<file path="src/rtl/cndm_msi_irq_sched.sv">
// MSI interrupt scheduler for the UltraScale PCIe hard IP, physical function 0.
// Source requests are folded onto the enabled vector count. They are latched into
// pending bits and issued one at a time in round-robin order. Failed or timed-out
// vectors are retried after a backoff.
module cndm_msi_irq_sched #(
  parameter int unsigned IRQ_CNT     = 32,
  parameter int unsigned TIMEOUT     = 1024,
  parameter int unsigned RETRY_DELAY = 64
) (
  input  logic               clk,
  input  logic               rst,
  input  logic [IRQ_CNT-1:0] irq_req,
  input  logic [3:0]         cfg_interrupt_msi_enable,
  input  logic [11:0]        cfg_interrupt_msi_mmenable,
  output logic [31:0]        cfg_interrupt_msi_int,
  input  logic               cfg_interrupt_msi_sent,
  input  logic               cfg_interrupt_msi_fail,
  output logic [7:0]         cfg_interrupt_msi_function_number,
  output logic [2:0]         cfg_interrupt_msi_attr,
  output logic               cfg_interrupt_msi_tph_present,
  output logic [1:0]         cfg_interrupt_msi_tph_type,
  output logic [7:0]         cfg_interrupt_msi_tph_st_tag,
  output logic [31:0]        stat_pending,
  output logic               stat_sent,
  output logic               stat_fail
);

  localparam int unsigned CntMax = (TIMEOUT > RETRY_DELAY) ? TIMEOUT : RETRY_DELAY;
  localparam int unsigned TimerW = $clog2(CntMax + 1);
  // Timeout fires on the cycle the timer would step onto TIMEOUT-1.
  localparam int unsigned TimeoutHitInt = (TIMEOUT >= 2) ? (TIMEOUT - 2) : 0;
  localparam logic [TimerW-1:0] TimeoutHit  = TimerW'(TimeoutHitInt);
  localparam logic [TimerW-1:0] BackoffLast = TimerW'(RETRY_DELAY - 1);

  typedef enum logic [1:0] {StIdle, StIssue, StWait, StBackoff} state_e;

  state_e              state_q, state_d;
  logic [31:0]         pending_q, pending_d;
  logic [31:0]         msi_int_q, msi_int_d;
  logic [4:0]          sel_q, sel_d;
  logic [4:0]          rr_q, rr_d;
  logic [TimerW-1:0]   timer_q, timer_d;
  logic                stat_sent_q, stat_sent_d;
  logic                stat_fail_q, stat_fail_d;

  logic [4:0]          vec_mask;
  logic [31:0]         fold_req;
  logic [4:0]          pick;
  logic [4:0]          cand;
  logic                found;
  logic                unused_bits;

  assign unused_bits = ^{cfg_interrupt_msi_enable[3:1], cfg_interrupt_msi_mmenable[11:3]};

  // Vector count is 2^min(mmenable,5); mask is that count minus one.
  always_comb begin
    vec_mask = 5'd31;
    case (cfg_interrupt_msi_mmenable[2:0])
      3'd0:    vec_mask = 5'd0;
      3'd1:    vec_mask = 5'd1;
      3'd2:    vec_mask = 5'd3;
      3'd3:    vec_mask = 5'd7;
      3'd4:    vec_mask = 5'd15;
      default: vec_mask = 5'd31;
    endcase
  end

  // Fold sources onto vectors; sources sharing a vector coalesce.
  always_comb begin
    fold_req = '0;
    for (int i = 0; i < int'(IRQ_CNT); i++) begin
      if (irq_req[i]) begin
        fold_req[5'(i) & vec_mask] = 1'b1;
      end
    end
  end

  // First pending vector at or after the round-robin pointer, wrapping 31 -> 0.
  always_comb begin
    pick  = '0;
    found = 1'b0;
    cand  = '0;
    for (int i = 0; i < 32; i++) begin
      cand = rr_q + 5'(i);
      if (!found && pending_q[cand]) begin
        pick  = cand;
        found = 1'b1;
      end
    end
  end

  // Next-state and output decode.
  always_comb begin
    state_d     = state_q;
    pending_d   = pending_q;
    sel_d       = sel_q;
    rr_d        = rr_q;
    timer_d     = timer_q;
    msi_int_d   = '0;
    stat_sent_d = 1'b0;
    stat_fail_d = 1'b0;

    unique case (state_q)
      StIdle: begin
        if (cfg_interrupt_msi_enable[0] && found) begin
          sel_d           = pick;
          pending_d[pick] = 1'b0;
          msi_int_d       = 32'd1 << pick;
          state_d         = StIssue;
        end
      end
      StIssue: begin
        timer_d = '0;
        state_d = StWait;
      end
      StWait: begin
        // Fail takes priority over a simultaneous sent.
        if (cfg_interrupt_msi_fail) begin
          pending_d[sel_q] = 1'b1;
          stat_fail_d      = 1'b1;
          timer_d          = '0;
          state_d          = StBackoff;
        end else if (cfg_interrupt_msi_sent) begin
          stat_sent_d = 1'b1;
          rr_d        = sel_q + 5'd1;
          state_d     = StIdle;
        end else if (timer_q == TimeoutHit) begin
          pending_d[sel_q] = 1'b1;
          stat_fail_d      = 1'b1;
          timer_d          = '0;
          state_d          = StBackoff;
        end else begin
          timer_d = timer_q + 1'b1;
        end
      end
      StBackoff: begin
        if (timer_q == BackoffLast) begin
          state_d = StIdle;
        end else begin
          timer_d = timer_q + 1'b1;
        end
      end
      default: state_d = StIdle;
    endcase

    // New requests OR in last so a request for the in-flight vector re-arms it.
    pending_d = pending_d | fold_req;
  end

  // State registers with synchronous reset.
  always_ff @(posedge clk) begin
    if (rst) begin
      state_q     <= StIdle;
      pending_q   <= '0;
      msi_int_q   <= '0;
      sel_q       <= '0;
      rr_q        <= '0;
      timer_q     <= '0;
      stat_sent_q <= 1'b0;
      stat_fail_q <= 1'b0;
    end else begin
      state_q     <= state_d;
      pending_q   <= pending_d;
      msi_int_q   <= msi_int_d;
      sel_q       <= sel_d;
      rr_q        <= rr_d;
      timer_q     <= timer_d;
      stat_sent_q <= stat_sent_d;
      stat_fail_q <= stat_fail_d;
    end
  end

  assign cfg_interrupt_msi_int             = msi_int_q;
  assign cfg_interrupt_msi_function_number = 8'd0;
  assign cfg_interrupt_msi_attr            = 3'd0;
  assign cfg_interrupt_msi_tph_present     = 1'b0;
  assign cfg_interrupt_msi_tph_type        = 2'd0;
  assign cfg_interrupt_msi_tph_st_tag      = 8'd0;
  assign stat_pending                      = pending_q;
  assign stat_sent                         = stat_sent_q;
  assign stat_fail                         = stat_fail_q;

endmodule
</file>
<file path="config.mk">
export PLATFORM = sky130hd
export DESIGN_NAME = cndm_msi_irq_sched
export DESIGN_NICKNAME = d
export VERILOG_FILES = /design/src/rtl/cndm_msi_irq_sched.sv
export SDC_FILE = /design/constraint.sdc
export NUM_CORES = 1
export LEC_CHECK = 0
export BUFFER_PORTS_ARGS = -buffer_cell sky130_fd_sc_hd__buf_2
export CAP_MARGIN = 10
export CORE_MARGIN = 3
export CORE_UTILIZATION = 54
export DETAILED_ROUTE_END_ITERATION = 8
export GPL_ROUTABILITY_DRIVEN = 0
export PLACE_DENSITY = 0.78
export SYNTH_ARGS = -nofsm -noshare
export SYNTH_HDL_FRONTEND = slang
export SYNTH_SLANG_ARGS = --single-unit
</file>
<file path="constraint.sdc">
create_clock -name clk -period 6.2 [get_ports clk]
set_clock_uncertainty 0.15 [all_clocks]
set_input_delay 0.31 -clock clk [delete_from_list [all_inputs] [get_ports clk]]
set_output_delay 0.31 -clock clk [all_outputs]
set_load 0.01 [all_outputs]
</file>
# Word-level counts from Yosys, hierarchy flattened
# Cells that the tools add are included.
dict set report totals {
  output_inout_bits 88
  word_cells 546
  ff_bits 89
  in_bits 52
}
dict set report op_classes {
  n_addsub 33
  order_cmp 98
  bitwise_logic 39
  reduce_logical 106
  eq_ne 14
  muxes 247
  shifts 1
}
# op n
set op_table {}
lappend op_table {{32-bit two-way mux} 35}
lappend op_table {{5-bit by 6-bit < comparator with 1-bit output (second input constant)} 50}
lappend op_table {{1-bit binary-select mux with 5-bit select} 32}
lappend op_table {{5-bit two-way mux} 32}
lappend op_table {{1-bit two-way mux} 102}
lappend op_table {{32-bit bitwise OR} 3}
lappend op_table {{5-bit by 1-bit >= comparator with 1-bit output (second input constant)} 18}
lappend op_table {{5-bit adder (second input constant)} 16}
lappend op_table {{1-bit logical AND} 65}
lappend op_table {{32-bit case mux with 2 select lines} 1}
lappend op_table {{4-bit by 6-bit < comparator with 1-bit output (second input constant)} 8}
lappend op_table {{11-bit two-way mux} 4}
lappend op_table {{5-bit by 4-bit adder with 5-bit output (second input constant)} 8}
lappend op_table {{11-bit case mux with 3 select lines} 1}
lappend op_table {{32-bit AND} 1}
lappend op_table {{4-bit by 1-bit >= comparator with 1-bit output (second input constant)} 8}
lappend op_table {{32-bit inverter} 1}
lappend op_table {{32-bit by 10-bit bitwise OR with 32-bit output} 1}
lappend op_table {{32-bit by 11-bit bitwise OR with 32-bit output} 1}
lappend op_table {{32-bit by 12-bit bitwise OR with 32-bit output} 1}
lappend op_table {{32-bit by 13-bit bitwise OR with 32-bit output} 1}
lappend op_table {{32-bit by 14-bit bitwise OR with 32-bit output} 1}
lappend op_table {{32-bit by 15-bit bitwise OR with 32-bit output} 1}
lappend op_table {{32-bit by 16-bit bitwise OR with 32-bit output} 1}
lappend op_table {{other kinds (61)} 146}

# Longest topological paths before layout
dict set report logic_depth {
  word_depth 105
  ltp_mapped 26
  ltp_nobuf 15
}

# Least setup slack after synthesis
# OpenSTA, ideal clock, no wires.
dict set report synth_path {
  kind {register -> register}
  start {reg rr_q[1]}
  end {reg pending_q[7], in the netlist stat_pending[7]}
  path_slack_ns -0.602
  path_stages_with_launch 23
  setup_ns 0.143
  t_required_ns 5.907
  path_buffers 8
  arrival_time_ns 6.509
  synth_period_minus_slack_ns 6.802
  cell_sequence {dfxtp_1 > buf_4 > buf_6 > buf_6 > buf_4 > buf_4 > buf_2 > clkinv_1 > ha_1 > buf_1 > clkbuf_1 > mux4_2 > mux4_2 > mux2_2 > nand4b_1 > or3_1 > or3_1 > or3_1 > o31a_1 > a31oi_1 > nand2_1 > a211oi_2 > a221oi_1}
}
dict set report synth_via {
  elab_chain_len 105
  word_cells_on_any_way 232
  cone_classes {31 x add/sub; 2 x order compare; 132 x mux; 3 x bitwise; 64 x reduce/logical}
}
# item line
set synth_lines {}
lappend synth_lines {{start: declaration} 41} ;# logic [4:0] rr_q, rr_d;
lappend synth_lines {{start signal: assignment} 166} ;# rr_q <= rr_d;
lappend synth_lines {{branches (longest 102 deep; another with 5-bit by 1-bit adder with 5-bit output)} -}
lappend synth_lines {{32-bit two-way mux *} 105} ;# if (cfg_interrupt_msi_enable[0] && found) begin
lappend synth_lines {{32-bit case mux with 2 select lines *} 103} ;# unique case (state_q)
lappend synth_lines {{32-bit bitwise OR *} 147} ;# pending_d = pending_d | fold_req;
lappend synth_lines {{end signal: assignment} 163} ;# pending_q <= pending_d;
lappend synth_lines {{end: declaration} 38} ;# logic [31:0] pending_q, pending_d;
# Mark *: on every way between the ends. The select of a mux whose other input is x is not followed.
# A chain may end at the register's enable or synchronous reset.

# Worst setup path after layout
dict set report layout_path {
  start {reg rr_q[1]}
  end {reg pending_q[12], in the netlist stat_pending[12]}
}
# Same word-level chain as after synthesis.

==> run metrics <==
port bufs around 110; final hold vios 0; min-delay worst type input port to flip-flop; register area 1790 um^2; outcome finished clean; max-cap viol count 0; CP max FO 16; cells after synthesis between 1,000 and 1,500; vias in the first global route around 12,000; TritonCTS Sinks 89; GRT Total Usage approximately a third; Seq/Total Area, Yosys between 10% and 20%; CP Buf/Inv Count 1; Switching Share 48.5%; row cnt 53; reg-to-reg startpoint rr_q[1]$_SDFFE_PP0P_; detailed placer's ending HPWL 31,300 um; # setup viols final 0; via density per instance about 7.3; Worst path top cell family by delay simple AND/OR/NAND/NOR gates; Slew @ Worst Pin roughly 1.0 ns; DIE AREA between 20,000 and 25,000 um^2; Clk pwr share 17.6%; Slew HR between 30% and 40%; period utilization between 90% and 100%; Power Internal approximately 1.5 mW; CP arrival 6.03 ns; root buf cell clkbuf_16; CTS tree done; worst vdd ir 195 uV; setup slack, reg-to-reg between 0.15 and 0.2 ns; HP Start cfg_interrupt_msi_sent; initial DRC count roughly 1,700; Sw Pwr 1.42 mW; CTS buffer count 9; crit path kind flip-flop to flip-flop; drt first pass iters 7; H-Tree Depth 3; drt drc 0; #FFs+latches synth 89; Die Height between 150 and 200 um; Lkg Pwr roughly 4.7 nW; ANT nets after route 0; slowest stage delay, CP just over 0.6 ns; R2R cell count 14; ys async rst share 0%; Mean Syn Cell Area between 8 and 9 um^2; DR WL/cell roughly 24 um; CP Launch Type flip-flop; Vias around 13,000; initial antenna violation count 0; # IOs 140; maximum clock insertion buffer count 2; Final min period around 6.0 ns; Worst setup EP type flip-flop; synth warn 0; fillers between 1,500 and 2,000; RSZ-0062 raised after global routing no; largest net degree at the start of global routing 60; hold path depth 3; Power Density around 230 nW/um^2; Flop pwr share about a quarter; area taken by multi-input logic gates slightly above 9000 um^2; Data required, critical path 6.23 ns; Critical R2R Capture stat_pending[12]$_SDFF_PP0_; Die Width approximately 150 um; synthesized area approximately 12,000 um^2; Top cell by count, worst path mux4_2; max-slew violation count 0; core area between 20,000 and 25,000 um^2; Worst path depth 14; routed wire length about 43,000 um; combinational share of power a little under three fifths; Fin Setup TNS 0 ns; worst hold margin around 0.15 ns; CP max-delay cell mux4_2; layout cell share with drive strength beyond 1 approximately 28%; Achievable Freq 0.167 GHz; Final #Nets ~1,500; area delta synth->final 9.06%; first-pass GRT wire length 66,700 um; Post-synth EDFFs 0; ys flop type dfxtp_1; initial core utilization between 50% and 60%; latest clock arrival within the worst-skew pair between 0.3 and 0.4 ns; grt ovf 0; crit-path cells clkinv_2, ha_2, mux4_2, mux4_2, mux2_2, or4b_4, nor2_4, and4_1, nand2_1, o311ai_1, o2bb2ai_1, or2_1, a211oi_2, a311oi_1; Clock transition at path regs around 0.070 ns; Distinct cells, synth 95; # diodes 0; Hold EP state_q[0]$_SDFFE_PP0P_
[through the flow]
stage	power (mW)	util (%)	std cells	cell area [um^2]	worst slack [ns]
after floorplan	1.92	-	1434	12000	0.0303
after detailed placement	2.34	59.3	1735	12600	0.0827
after global routing	3.06	60.8	1753	12900	0.00617
after global placement	2.30	59.3	1735	12600	0.199
final	2.93	60.8	1753	12900	0.198
after CTS	2.85	60.6	1751	12900	0.0779
[worst register-to-register path, cell delays in order, from the launching register on]
cell,delay [ns]
dfxtp_4,0.49
clkinv_2,0.10
ha_2,0.51
mux4_2,0.46
mux4_2,0.61
mux2_2,0.39
or4b_4,0.61
nor2_4,0.24
and4_1,0.32
nand2_1,0.07
o311ai_1,0.45
o2bb2ai_1,0.27
or2_1,0.41
a211oi_2,0.58
a311oi_1,0.18
[registers in the layout, indices dropped and copies added, names as in the netlist]
| signal | cells |
|---|---|
| cfg_interrupt_msi_int | 32 |
| stat_pending | 32 |
| timer_q | 11 |
| rr_q | 5 |
| sel_q | 5 |
| state_q | 2 |
| stat_fail | 1 |
| stat_sent | 1 |
[cells by family (layout without fill, tap and decap cells)]
group,count (synthesis),count (layout),share of synthesized area (%)
other,1,22,0.0316
XOR/XNOR,46,46,3.40
multiplexers,203,203,27.4
AND/OR/NAND/NOR,496,496,23.0
flip-flops,89,89,15.0
AO/OA/AOI/OAI,380,380,21.9
buffers and inverters,180,224,7.48
adder cells (fa/ha/maj),18,18,1.90
[layer usage]
metal | global-route usage (%) | vias to the layer above | share of wire (%)
met5 | 0 | - | 0
met4 | 22.8 | 0 | 8.2
met3 | 7.55 | 289 | 13
met2 | 52.4 | 1039 | 43
met1 | 45.2 | 5897 | 36
li1 | - | 5559 | -
[synth_stat cells, drive strengths merged, types with 14 or more instances]
library cell	n	area, um^2
a211oi	51	408
a21oi	103	519
a311oi	14	129
a31oi	27	169
buf	74	488
clkbuf	80	302
dfxtp	89	1780
ha	18	225
inv	25	93.8
mux2	51	574
mux2i	60	601
mux4	92	2070
nand2	110	418
nand2b	17	106
nand3	30	155
nor2	123	479
nor3	67	375
nor4	55	551
o21ai	57	304
o22ai	20	131
or3	16	100
xnor2	33	289
[what timing repair did]
item,4_1_cts,5_1_grt
resized for setup,0,5
endpoints found under the setup margin,0,59
buffers inserted,0,1
hold buffers,0,0
[layout make-up]
class	instances	share of cell area, %
well taps	275	2.66
clock buffers	10	1.77
repair buffers	182	8.60
clock inverters	6	0.387
flip-flops and latches	89	13.8
inverters	26	0.764
multi-input cells	1165	72.0
[cells in the final DEF (no fill, tap or decap), types with 8 or more instances in the layout]
| cell type | synthesis | final |
|---|---|---|
| a21o_1 | 8 | 8 |
| a21oi_1 | 102 | 102 |
| xor2_1 | 13 | 13 |
| dfxtp_1 | 89 | 87 |
| or3_1 | 16 | 15 |
| and3_1 | 13 | 12 |
| nor4_2 | 21 | 21 |
| nand2_1 | 108 | 107 |
| o211ai_1 | 9 | 9 |
| a211oi_1 | 46 | 46 |
| nand3_1 | 29 | 29 |
| inv_1 | 24 | 23 |
| nor3_2 | 8 | 8 |
| xnor2_1 | 33 | 32 |
| nor3_1 | 59 | 59 |
| o21ai_0 | 51 | 51 |
| a31oi_1 | 27 | 26 |
| mux2_2 | 50 | 50 |
| o22ai_1 | 19 | 19 |
| mux2i_1 | 60 | 60 |
| a221oi_1 | 8 | 8 |
| mux4_2 | 92 | 92 |
| nor2b_1 | 9 | 9 |
| nor4_1 | 29 | 29 |
| buf_4 | 33 | 75 |
| clkbuf_16 | 0 | 9 |
| conb_1 | 1 | 22 |
| nand4_1 | 13 | 13 |
| nor2_1 | 120 | 119 |
| nand2b_1 | 17 | 17 |
| and2_1 | 9 | 9 |
| buf_2 | 21 | 105 |
| a311oi_1 | 13 | 13 |
| ha_1 | 18 | 16 |
[power by group through the flow]
stage / combinational (mW) / sequential [mW] / clock, mW
global placement: 1.58 / 0.729 / 0
finish: 1.68 / 0.730 / 0.516
floorplan: 1.26 / 0.665 / 0
detailed placement: 1.61 / 0.732 / 0
global route: 1.78 / 0.731 / 0.539
CTS: 1.61 / 0.719 / 0.519
[how the worst max path moves through the flow]
stage,from,endpoint,slack [ns]
final,rr_q[1]$_SDFFE_PP0P_,stat_pending[12]$_SDFF_PP0_,0.20
after global routing,rr_q[1]$_SDFFE_PP0P_,stat_pending[12]$_SDFF_PP0_,0.006
after CTS,rr_q[1]$_SDFFE_PP0P_,cfg_interrupt_msi_int[22]$_SDFF_PP0_,0.08
after detailed placement,rr_q[1]$_SDFFE_PP0P_,cfg_interrupt_msi_int[23]$_SDFF_PP0_,0.08
after global placement,rr_q[1]$_SDFFE_PP0P_,cfg_interrupt_msi_int[26]$_SDFF_PP0_,0.20
after floorplan,rr_q[0]$_SDFFE_PP0P_,stat_pending[22]$_SDFF_PP0_,0.03
Power figures use the tool's default switching activity.
